### src/rtl/dig_display_ctrl.sv
// dig_display_ctrl: write-only 32-bit display register scanned across eight active-low 7-seg digits.
// Define DIG_BLANK_LEADING_ZERO_EN to blank digits above the most significant nonzero nibble.
module dig_display_ctrl #(
    parameter logic [31:0] DIG_ADDR = 32'hFFFF_F000,
    parameter int          SCAN_DIV = 50000,
    parameter int          CNT_W    = 16
) (
    input  logic        clk,
    input  logic        rst,
    input  logic [31:0] addr,
    input  logic [3:0]  we,
    input  logic [31:0] wdata,
    output logic [7:0]  dig_en,
    output logic [7:0]  seg
);
    localparam logic [7:0] HEX7 [16] = '{
        8'h03, 8'h9F, 8'h25, 8'h0D, 8'h99, 8'h49, 8'h41, 8'h1F,
        8'h01, 8'h09, 8'h11, 8'hC1, 8'h63, 8'h85, 8'h61, 8'h71
    };
    logic [31:0]      disp_q, disp_d;
    logic [CNT_W-1:0] cnt_q, cnt_d;
    logic [2:0]       idx_q, idx_d;
    logic [7:0]       dig_en_q, dig_en_d, seg_q, seg_d;
    logic             wrap, blank;
    always_comb begin
        disp_d = disp_q;
        for (int k = 0; k < 4; k++)
            if (addr == DIG_ADDR && we[k]) disp_d[8*k +: 8] = wdata[8*k +: 8];
    end
    assign wrap  = cnt_q == CNT_W'(SCAN_DIV - 1);
    assign cnt_d = wrap ? '0 : cnt_q + 1'b1;
    assign idx_d = idx_q + 3'(wrap);
`ifdef DIG_BLANK_LEADING_ZERO_EN
    logic [2:0] msd;
    always_comb begin
        msd = '0;
        for (int i = 1; i < 8; i++)
            if (disp_q[4*i +: 4] != 4'h0) msd = 3'(i);
    end
    assign blank = idx_q > msd;
`else
    assign blank = 1'b0;
`endif
    // Outputs are built from the current idx/disp, giving one cycle of latency to the pins.
    assign dig_en_d = ~(8'b1 << idx_q);
    assign seg_d    = blank ? 8'hFF : HEX7[disp_q[4*idx_q +: 4]];
    always_ff @(posedge clk) begin
        if (rst) begin
            disp_q   <= '0;
            cnt_q    <= '0;
            idx_q    <= '0;
            dig_en_q <= 8'hFF;
            seg_q    <= 8'hFF;
        end else begin
            disp_q   <= disp_d;
            cnt_q    <= cnt_d;
            idx_q    <= idx_d;
            dig_en_q <= dig_en_d;
            seg_q    <= seg_d;
        end
    end
    assign dig_en = dig_en_q;
    assign seg    = seg_q;
endmodule

### config.mk
export PLATFORM = sky130hd
export DESIGN_NAME = dig_display_ctrl
export DESIGN_NICKNAME = d
export VERILOG_FILES = /design/src/rtl/dig_display_ctrl.sv
export SDC_FILE = /design/constraint.sdc
export NUM_CORES = 1
export LEC_CHECK = 0
export CORE_ASPECT_RATIO = 0.8
export CORE_MARGIN = 3
export CORE_UTILIZATION = 50
export DETAILED_ROUTE_END_ITERATION = 6
export PLACE_DENSITY = 0.83
export SYNTH_ARGS = -nofsm -noshare
export SYNTH_HDL_FRONTEND = slang
export SYNTH_SLANG_ARGS = --single-unit
### constraint.sdc
create_clock -name clk -period 5.45 [get_ports clk]
set_input_delay 1.09 -clock clk [delete_from_list [all_inputs] [get_ports clk]]
set_output_delay 1.09 -clock clk [all_outputs]
set_load 0.03 [all_outputs]
Yosys cells after proc, flatten, opt, wreduce, memory -nomap -nowiden:

Memories as Yosys holds them, arrays and structs flattened. A register that Yosys moved wholly into a read port is not among the register bits.
Index checks and enable logic that the tools add are counted.

* input bits: 70
* bits in registers: 59
* word-level logic and storage cells: 21
* memories kept: 1
* memory bits (read-only): 128

Memories
* (name not given): words 16, bits a word 8, rd ports 1, clocked after memory_dff 1, wr ports 0, line 46 `assign seg_d = blank ? 8'hFF : HEX7[disp_q[4*idx_q +: 4]];`

* equal/unequal tests: 2
* reductions and logical operators: 5
* add/subtract/negate cells: 2
* shift operators: 2
* bitwise gates (word level): 2

Operator list (number)
* 32-bit == test (second input constant): 1
* 32-bit by 6-bit indexed part select with 4-bit output: 1
* 16-bit by 1-bit adder with 16-bit output (second input constant): 1
* 16-bit == test (second input constant): 1
* 8-bit inverter: 1
* 1-bit by 3-bit left shift with 8-bit output (first input constant): 1
* 4-bit inverter with 5-bit output: 1
* 1-bit logical AND: 4
* 3-bit by 1-bit adder with 3-bit output: 1
* 2-bit OR reduction: 1

Longest topological paths before layout:

Gate-level depths: netlist of the first run.

* word-level depth: 2
* depth in mapped cells: 8
* gate-level depth less buffers: 7

Least setup slack after synthesis of the first run:

No wires, ideal clock.

* kind: input -> register
* start point: input addr[9]
* end point: register disp_q[0]
* cell stages on the path: 5
* required time: 5.322 ns
* path buffers: 0
* setup time: 0.128 ns
* data arrival time: 2.632 ns
* setup slack: 2.691 ns
* path through: or4b_4 -> nor4_4 -> nand3_4 -> mux2i_1 -> nor2_1

* word-level cells in the longest chain between the ends: 2

Ends and longest elaborated chain
* from (decl): line 10 `input logic [31:0] addr,`
* 32-bit == test: line 28 `if (addr == DIG_ADDR && we[k]) disp_d[8*k +: 8] = wdata[8*k +: 8];`
* 1-bit logical AND: line 28
* to (signal assigned): line 55 `disp_q <= disp_d;`
* to (decl): line 20 `logic [31:0] disp_q, disp_d;`

No other way between the ends.
A chain may end at the register's enable or synchronous reset.

Worst setup path in the final report of the first run:

* start point: register idx_q[1]
* end point: register seg_q[7] (netlist: seg[7])

* word-level cells in the longest chain between the ends: 2

Ends and longest elaborated chain
* from (decl): line 22 `logic [2:0] idx_q, idx_d;`
* from (signal assigned): line 57 `idx_q <= idx_d;`
* 32-bit by 6-bit indexed part select with 4-bit output: line 46
* 4-bit inverter with 5-bit output (implied by the code): line 46
* to (decl): line 23 `logic [7:0] dig_en_q, dig_en_d, seg_q, seg_d;`

No other way between the ends.

==> results of run 1 <==
worst max-delay path, delay by kind of cell, from the launching register on:
| kind | cells | cell delay [ps] |
|---|---|---|
| AO/OA/AOI/OAI | 3 | 600 |
| multiplexers | 2 | 1520 |
| flip-flops | 1 | 760 |
sequential cells by signal, indices dropped and copies added, names as in the netlist:
name and count:
cnt_q 16, dig_en 8, disp_q 32, idx_q 3, seg 7
synthesized netlist by cell type (all sizes together) (3+ instances only):
cell type,instances
nand3,10
nor3,4
nor2b,5
inv,6
mux4,6
clkbuf,8
nor2,58
xnor2,10
buf,5
nand2,14
nor4,3
mux2i,42
nand4,7
o21ai,5
ha,9
or4,3
xor2,5
dfxtp,66
a21oi,3
power breakdown:
part | internal [W] | switching [W] | leakage (nW)
registers | 0.000487 | 0.00000262 | 0.535
clock network | 0.000327 | 0.000179 | 0.129
logic | 0.0000527 | 0.0000268 | 1.09
stage by stage:
| step | setup slack, ps | area [µm²] | power (W) | cells |
|---|---|---|---|---|
| finish | 2440 | 4080 | 0.00107 | 456 |
| global route | 2120 | 4080 | 0.00111 | 456 |
| CTS | 2450 | 4080 | 0.00108 | 456 |
| detailed placement | 2080 | 3820 | 0.000580 | 440 |
| global placement | 2170 | 3820 | 0.000578 | 440 |
| floorplan | 2690 | 2940 | 0.000521 | 290 |
final cells by class:
cell class | count | area (µm²)
clock buffers | 11 | 151
multi-input cells | 205 | 1540
flip-flops and latches | 66 | 1320
repair buffers | 85 | 848
clock inverters | 5 | 100
inverters | 6 | 22.5
well taps | 78 | 97.6
fillers | 401 | 1480
cells by family (layout without fill, tap and decap cells):
logic type               Yosys count  count (layout)  synth area share [%]
multiplexers                      48              48                  18.9
adder cells (fa/ha/maj)            9               9                  3.83
flip-flops                        66              66                  44.9
AO/OA/AOI/OAI                     17              17                  3.79
other                              1               1                 0.128
XOR/XNOR                          15              15                  4.47
buffers and inverters             19             107                  2.85
AND/OR/NAND/NOR                  115             115                  21.1
routing by layer:
| metal | up-vias | track usage, % | wire [µm] | part of all wire, % |
|---|---|---|---|---|
| met5 | - | 0 | 0 | 0 |
| met4 | 0 | 7.08 | 58 | 0.86 |
| met3 | 8 | 6.67 | 335 | 5.0 |
| met2 | 72 | 37.6 | 3430 | 51 |
| met1 | 1074 | 25.5 | 2920 | 43 |
| li1 | 1173 | - | - | - |
worst max path at each step:
stage,to,slack (ps)
4_1_cts,disp_q[12],2450
2_1_floorplan,disp_q[0],2690
6_report,seg[7],2440
3_3_place_gp,disp_q[26],2170
5_1_grt,seg[7],2120
3_5_place_dp,disp_q[12],2080
==> impl_metrics.tcl, run 1 <==
set metrics [dict create \
    final_nets 452 \
    ctsHoldBuffers 0 \
    vias_per_cell 5.10 \
    drc_errors 0 \
    postRouteAntennaNets 0 \
    core_area_mm2 0.00556 \
    critical-path-max-stage-delay_ps 910 \
    slew_viol_final 0 \
    cts-htree-levels 3 \
    max_slew.worst_pin.slew_ps 1150 \
    worstHoldStart "cnt_q[0]" \
    syn_area_mm2 0.00294 \
    syn_inst 290 \
    worst-r2r-cell-count 5 \
    die-area_mm2 0.00684 \
    worstSetupStartpoint "idx_q[1]" \
    via_count 2327 \
    cts_resized 0 \
    cp-end-kind "register" \
    io_buffers 84 \
    hold_violations 0 \
    synth_edf_count 0 \
    drive_gt1_share_pct 8.47 \
    cts_tree "yes" \
    synth.area.top_cells "dfxtp_1, mux2i_1, nor2_1" \
    min_period_ps 3010 \
    clock_path_buffers 2 \
    syn_to_final_growth_pct 38.6 \
    max_freq_mhz 332 \
    grt_overflow 0 \
    synth_flop_cell "dfxtp_1" \
    holdPathStages 1 \
    ctsRootBufferMaster "clkbuf_8" \
    crit_type "register to register" \
    grt_max_degree 45 \
    period_share_pct 55.3 \
    antenna_found_initial 0 \
    p_per_area_mw_per_mm2 264 \
    synth_top_cell_by_area "dfxtp_1" \
    routed_wl_mm 6.75 \
    die_h_um 74.6 \
    layout_commonest_cell "clkdlybuf4s50_1" \
    dp_hpwl_mm 4.99 \
    grt_pass1_wl_mm 11.2 \
    cp_cell_sequence "mux4_2 -> mux2i_1 -> o21ai_0 -> a21oi_1 -> o31ai_1" \
    synth_area_per_cell_um2 10.1 \
    crit_path_start_kind "register" \
    cts_buffers 9 \
    dieWidth_um 91.7 \
    first_pass_iters 5 \
    hold-worst-slack_ps 474 \
    reg2reg_slack_ps 2440 \
    rsz0062_at_grt "no" \
    grt_pass1_vias 2340 \
    clkTransAtPathRegs_ps 70 \
    synth_top_area_share_pct 44.9 \
    outcome "complete, no violations" \
    hold_class "register to register" \
    grt.total_usage_pct 21.4 \
    path_max_fanout 15 \
    skew_ps 12.5 \
    insertion_delay_ps 340 \
    cp.required_ps 5670 \
    seq_area_frac_synth_pct 44.9 \
    r2r_end "seg[7]" \
    critPathSlowestCell "mux2i_1" \
    ys_ff_latch 66 \
    final_cell_mix "clkdlybuf4s50_1, dfxtp_1, nor2_1" \
    hold-path-endpoint "cnt_q[0]" \
    async_flop_share_pct 0 \
    syn_nets 369 \
    wl_per_cell_um 14.8 \
    cts_setup_buffers 0 \
    vdd_drop_max_mv 0.159 \
    initial_core_util_pct 52.9 \
    crit_arrival_ps 3230 \
    r2r_start "idx_q[1]" \
    slew_headroom_pct 21.0 \
    diodes 0 \
    cts.sinks 66 \
    cap_violations 0 \
    utilization_pct 73.4 \
    pin_count 86 \
    finalSetupTns_ps 0 \
    routabilityCongestion 0.799 \
    rows 24 \
    finalSetupViolCount 0 \
    ys_types 37 \
    drtIter0Drc 131 \
    leakage_nw 1.76 \
    ys_warn_count 0 \
]
Power figures use the tool's default switching activity.
==> run 2, diff against run 1 <==
--- a/config.mk
+++ b/config.mk
@@ -7,9 +7,9 @@
 export LEC_CHECK = 0
 export CORE_ASPECT_RATIO = 0.8
 export CORE_MARGIN = 3
-export CORE_UTILIZATION = 50
+export CORE_UTILIZATION = 43
 export DETAILED_ROUTE_END_ITERATION = 6
-export PLACE_DENSITY = 0.83
+export PLACE_DENSITY = 0.76
 export SYNTH_ARGS = -nofsm -noshare
 export SYNTH_HDL_FRONTEND = slang
 export SYNTH_SLANG_ARGS = --single-unit
==> constraint.sdc (replaced) <==
create_clock -name clk -period 2.77 [get_ports clk]
set_input_delay 0.554 -clock clk [delete_from_list [all_inputs] [get_ports clk]]
set_output_delay 0.554 -clock clk [all_outputs]
set_load 0.03 [all_outputs]
==> impl_metrics.tcl, run 2 (same netlist as run 1, synthesis figures left out) <==
set metrics [dict create \
    seqPwrFrac_pct 48.7 \
    postRouteAntennaNets 0 \
    placed_area_mm2 0.00388 \
    cts-htree-levels 3 \
    insertion_delay_ps 340 \
    first_pass_iters 4 \
    use_met3_pct 5.24 \
    clkPwrFrac_pct 43.3 \
    skew_ps 8.20 \
    crit_family "multiplexers" \
    period_share_pct 89.4 \
    worst-r2r-cell-count 7 \
    worstHoldStart "cnt_q[0]" \
    power_w 0.00198 \
    grt_pass1_vias 2341 \
    vdd_drop_max_mv 0.370 \
    setup_ws_ps 293 \
    io_buffers 84 \
    fillCellCount 533 \
    ctsHoldBuffers 0 \
    crit_buf_inv 1 \
    finalNonFillerCells 469 \
    holdPathStages 1 \
    crit_arrival_ps 2680 \
    p_sw_share_pct 20.7 \
    combPwrFrac_pct 7.9 \
    grt.total_usage_pct 18.3 \
    ctsRootBufferMaster "clkbuf_8" \
    multi_input_area_mm2 0.00154 \
    cap_violations 0 \
    grt_pass1_wl_mm 11.2 \
    dp.cells 453 \
    layout_commonest_cell "clkdlybuf4s50_1" \
    final_nets 459 \
    via_count 2355 \
    seq_area_mm2 0.00132 \
    diodes 0 \
    antenna_found_initial 0 \
    power.switching_w 0.000410 \
    dieWidth_um 98.5 \
    critPathSlowestCell "dfxtp_1" \
    top_register "disp_q" \
    die_h_um 80.0 \
    pre_cts_slack_ps 190 \
    rows 26 \
    critical-path-max-stage-delay_ps 620 \
    max_freq_mhz 404 \
    routabilityCongestion 0.871 \
    design_area_mm2 0.00410 \
    initial_core_util_pct 45.2 \
    grt_overflow 0 \
    cts_buffers 9 \
    slew_headroom_pct 65.8 \
    final_cell_mix "clkdlybuf4s50_1, dfxtp_1, nor2_1" \
    cts_tree "yes" \
    cp_num_cells 7 \
    dp_hpwl_mm 5.29 \
    grtUsageMet2_pct 31.6 \
    wl_per_cell_um 14.5 \
    finalSetupTns_ps 0 \
    reg2reg_slack_ps 290 \
    syn_to_final_growth_pct 39.5 \
    cp-end-kind "register" \
    max_slew.worst_pin.slew_ps 512 \
    clock_path_buffers 2 \
    cp_cell_sequence "mux4_2 -> mux2i_1 -> inv_1 -> ha_1 -> o21a_1 -> a2111oi_0 -> a31oi_1" \
    grt_max_degree 42 \
    cts_resized 0 \
    routed_wl_mm 6.79 \
    pin_count 86 \
    core_area_mm2 0.00651 \
    r2r_start "idx_q[0]" \
    rsz0062_at_grt "no" \
    worstSetupStartpoint "idx_q[0]" \
    outcome "complete, no violations" \
    hold_class "register to register" \
    cts_setup_buffers 0 \
    crit_type "register to register" \
    drc_errors 0 \
    hold_violations 0 \
    largest_register_ffs 32 \
    die-area_mm2 0.00787 \
    p_per_area_mw_per_mm2 481 \
    leakage_nw 1.77 \
    vias_per_cell 5.02 \
    min_period_ps 2480 \
    cp.required_ps 2970 \
    drive_gt1_share_pct 10.1 \
    finalSetupViolCount 0 \
    cts.sinks 66 \
    top_usage_layer "met2" \
    grtUsageMet1_pct 21.0 \
    path_max_fanout 7 \
    slew_viol_final 0 \
    clkTransAtPathRegs_ps 70 \
    drtIter0Drc 74 \
    crit_path_start_kind "register" \
    p_int_w 0.00157 \
]
[run 2: cell count changes in the layout (fill, tap and decap cells not counted)]
cell        delta
buf_4          +7
clkbuf_8       -2
clkinvlp_4     +2
bufinv_16      -1
clkinv_4       +1
[run 2: through the flow]
step / hold slack, ps / util [%]
final: 474 / 63.1
after global routing: 498 / 63.1
after CTS: 479 / 63.1
after detailed placement: 463 / 59.7
after global placement: 444 / 59.7
after floorplan: 430 / -
[run 2: path summary, 6_finish.rpt]
path | to
setup / recovery | seg[4]
hold / removal | cnt_q[0]
setup reg to reg | seg[4]
hold reg to reg | cnt_q[0]
[run 2: routing by layer]
layer	vias to the layer above	routed length, µm
met5	-	0
met4	0	161
met3	17	320
met2	65	3370
met1	1084	2930
li1	1189	-
[run 2: cell type report]
cell class / count / share of cell area [%]
multi-input cells: 205 / 37.4
well taps: 84 / 2.56
flip-flops and latches: 66 / 32.2
repair buffers: 92 / 22.0
clock buffers: 9 / 3.02
clock inverters: 7 / 2.29
inverters: 6 / 0.549
[run 2: power by group through the flow]
| stage | registers, W | clock network, W | logic [W] |
|---|---|---|---|
| floorplan | 0.000995 | 0 | 0.0000305 |
| global placement | 0.000984 | 0 | 0.000154 |
| detailed placement | 0.000984 | 0 | 0.000156 |
| CTS | 0.000962 | 0.000885 | 0.000157 |
| global route | 0.000963 | 0.000917 | 0.000167 |
| finish | 0.000963 | 0.000856 | 0.000156 |
==> run 3, diff against run 2 <==
--- a/config.mk
+++ b/config.mk
@@ -5,6 +5,7 @@
 export SDC_FILE = /design/constraint.sdc
 export NUM_CORES = 1
 export LEC_CHECK = 0
+export ABC_CLOCK_PERIOD_IN_PS = 2770
 export CORE_ASPECT_RATIO = 0.8
 export CORE_MARGIN = 3
 export CORE_UTILIZATION = 43
==> results of run 3 <==
Same layout as run 2: the final DEF is identical, and so are final timing and power.
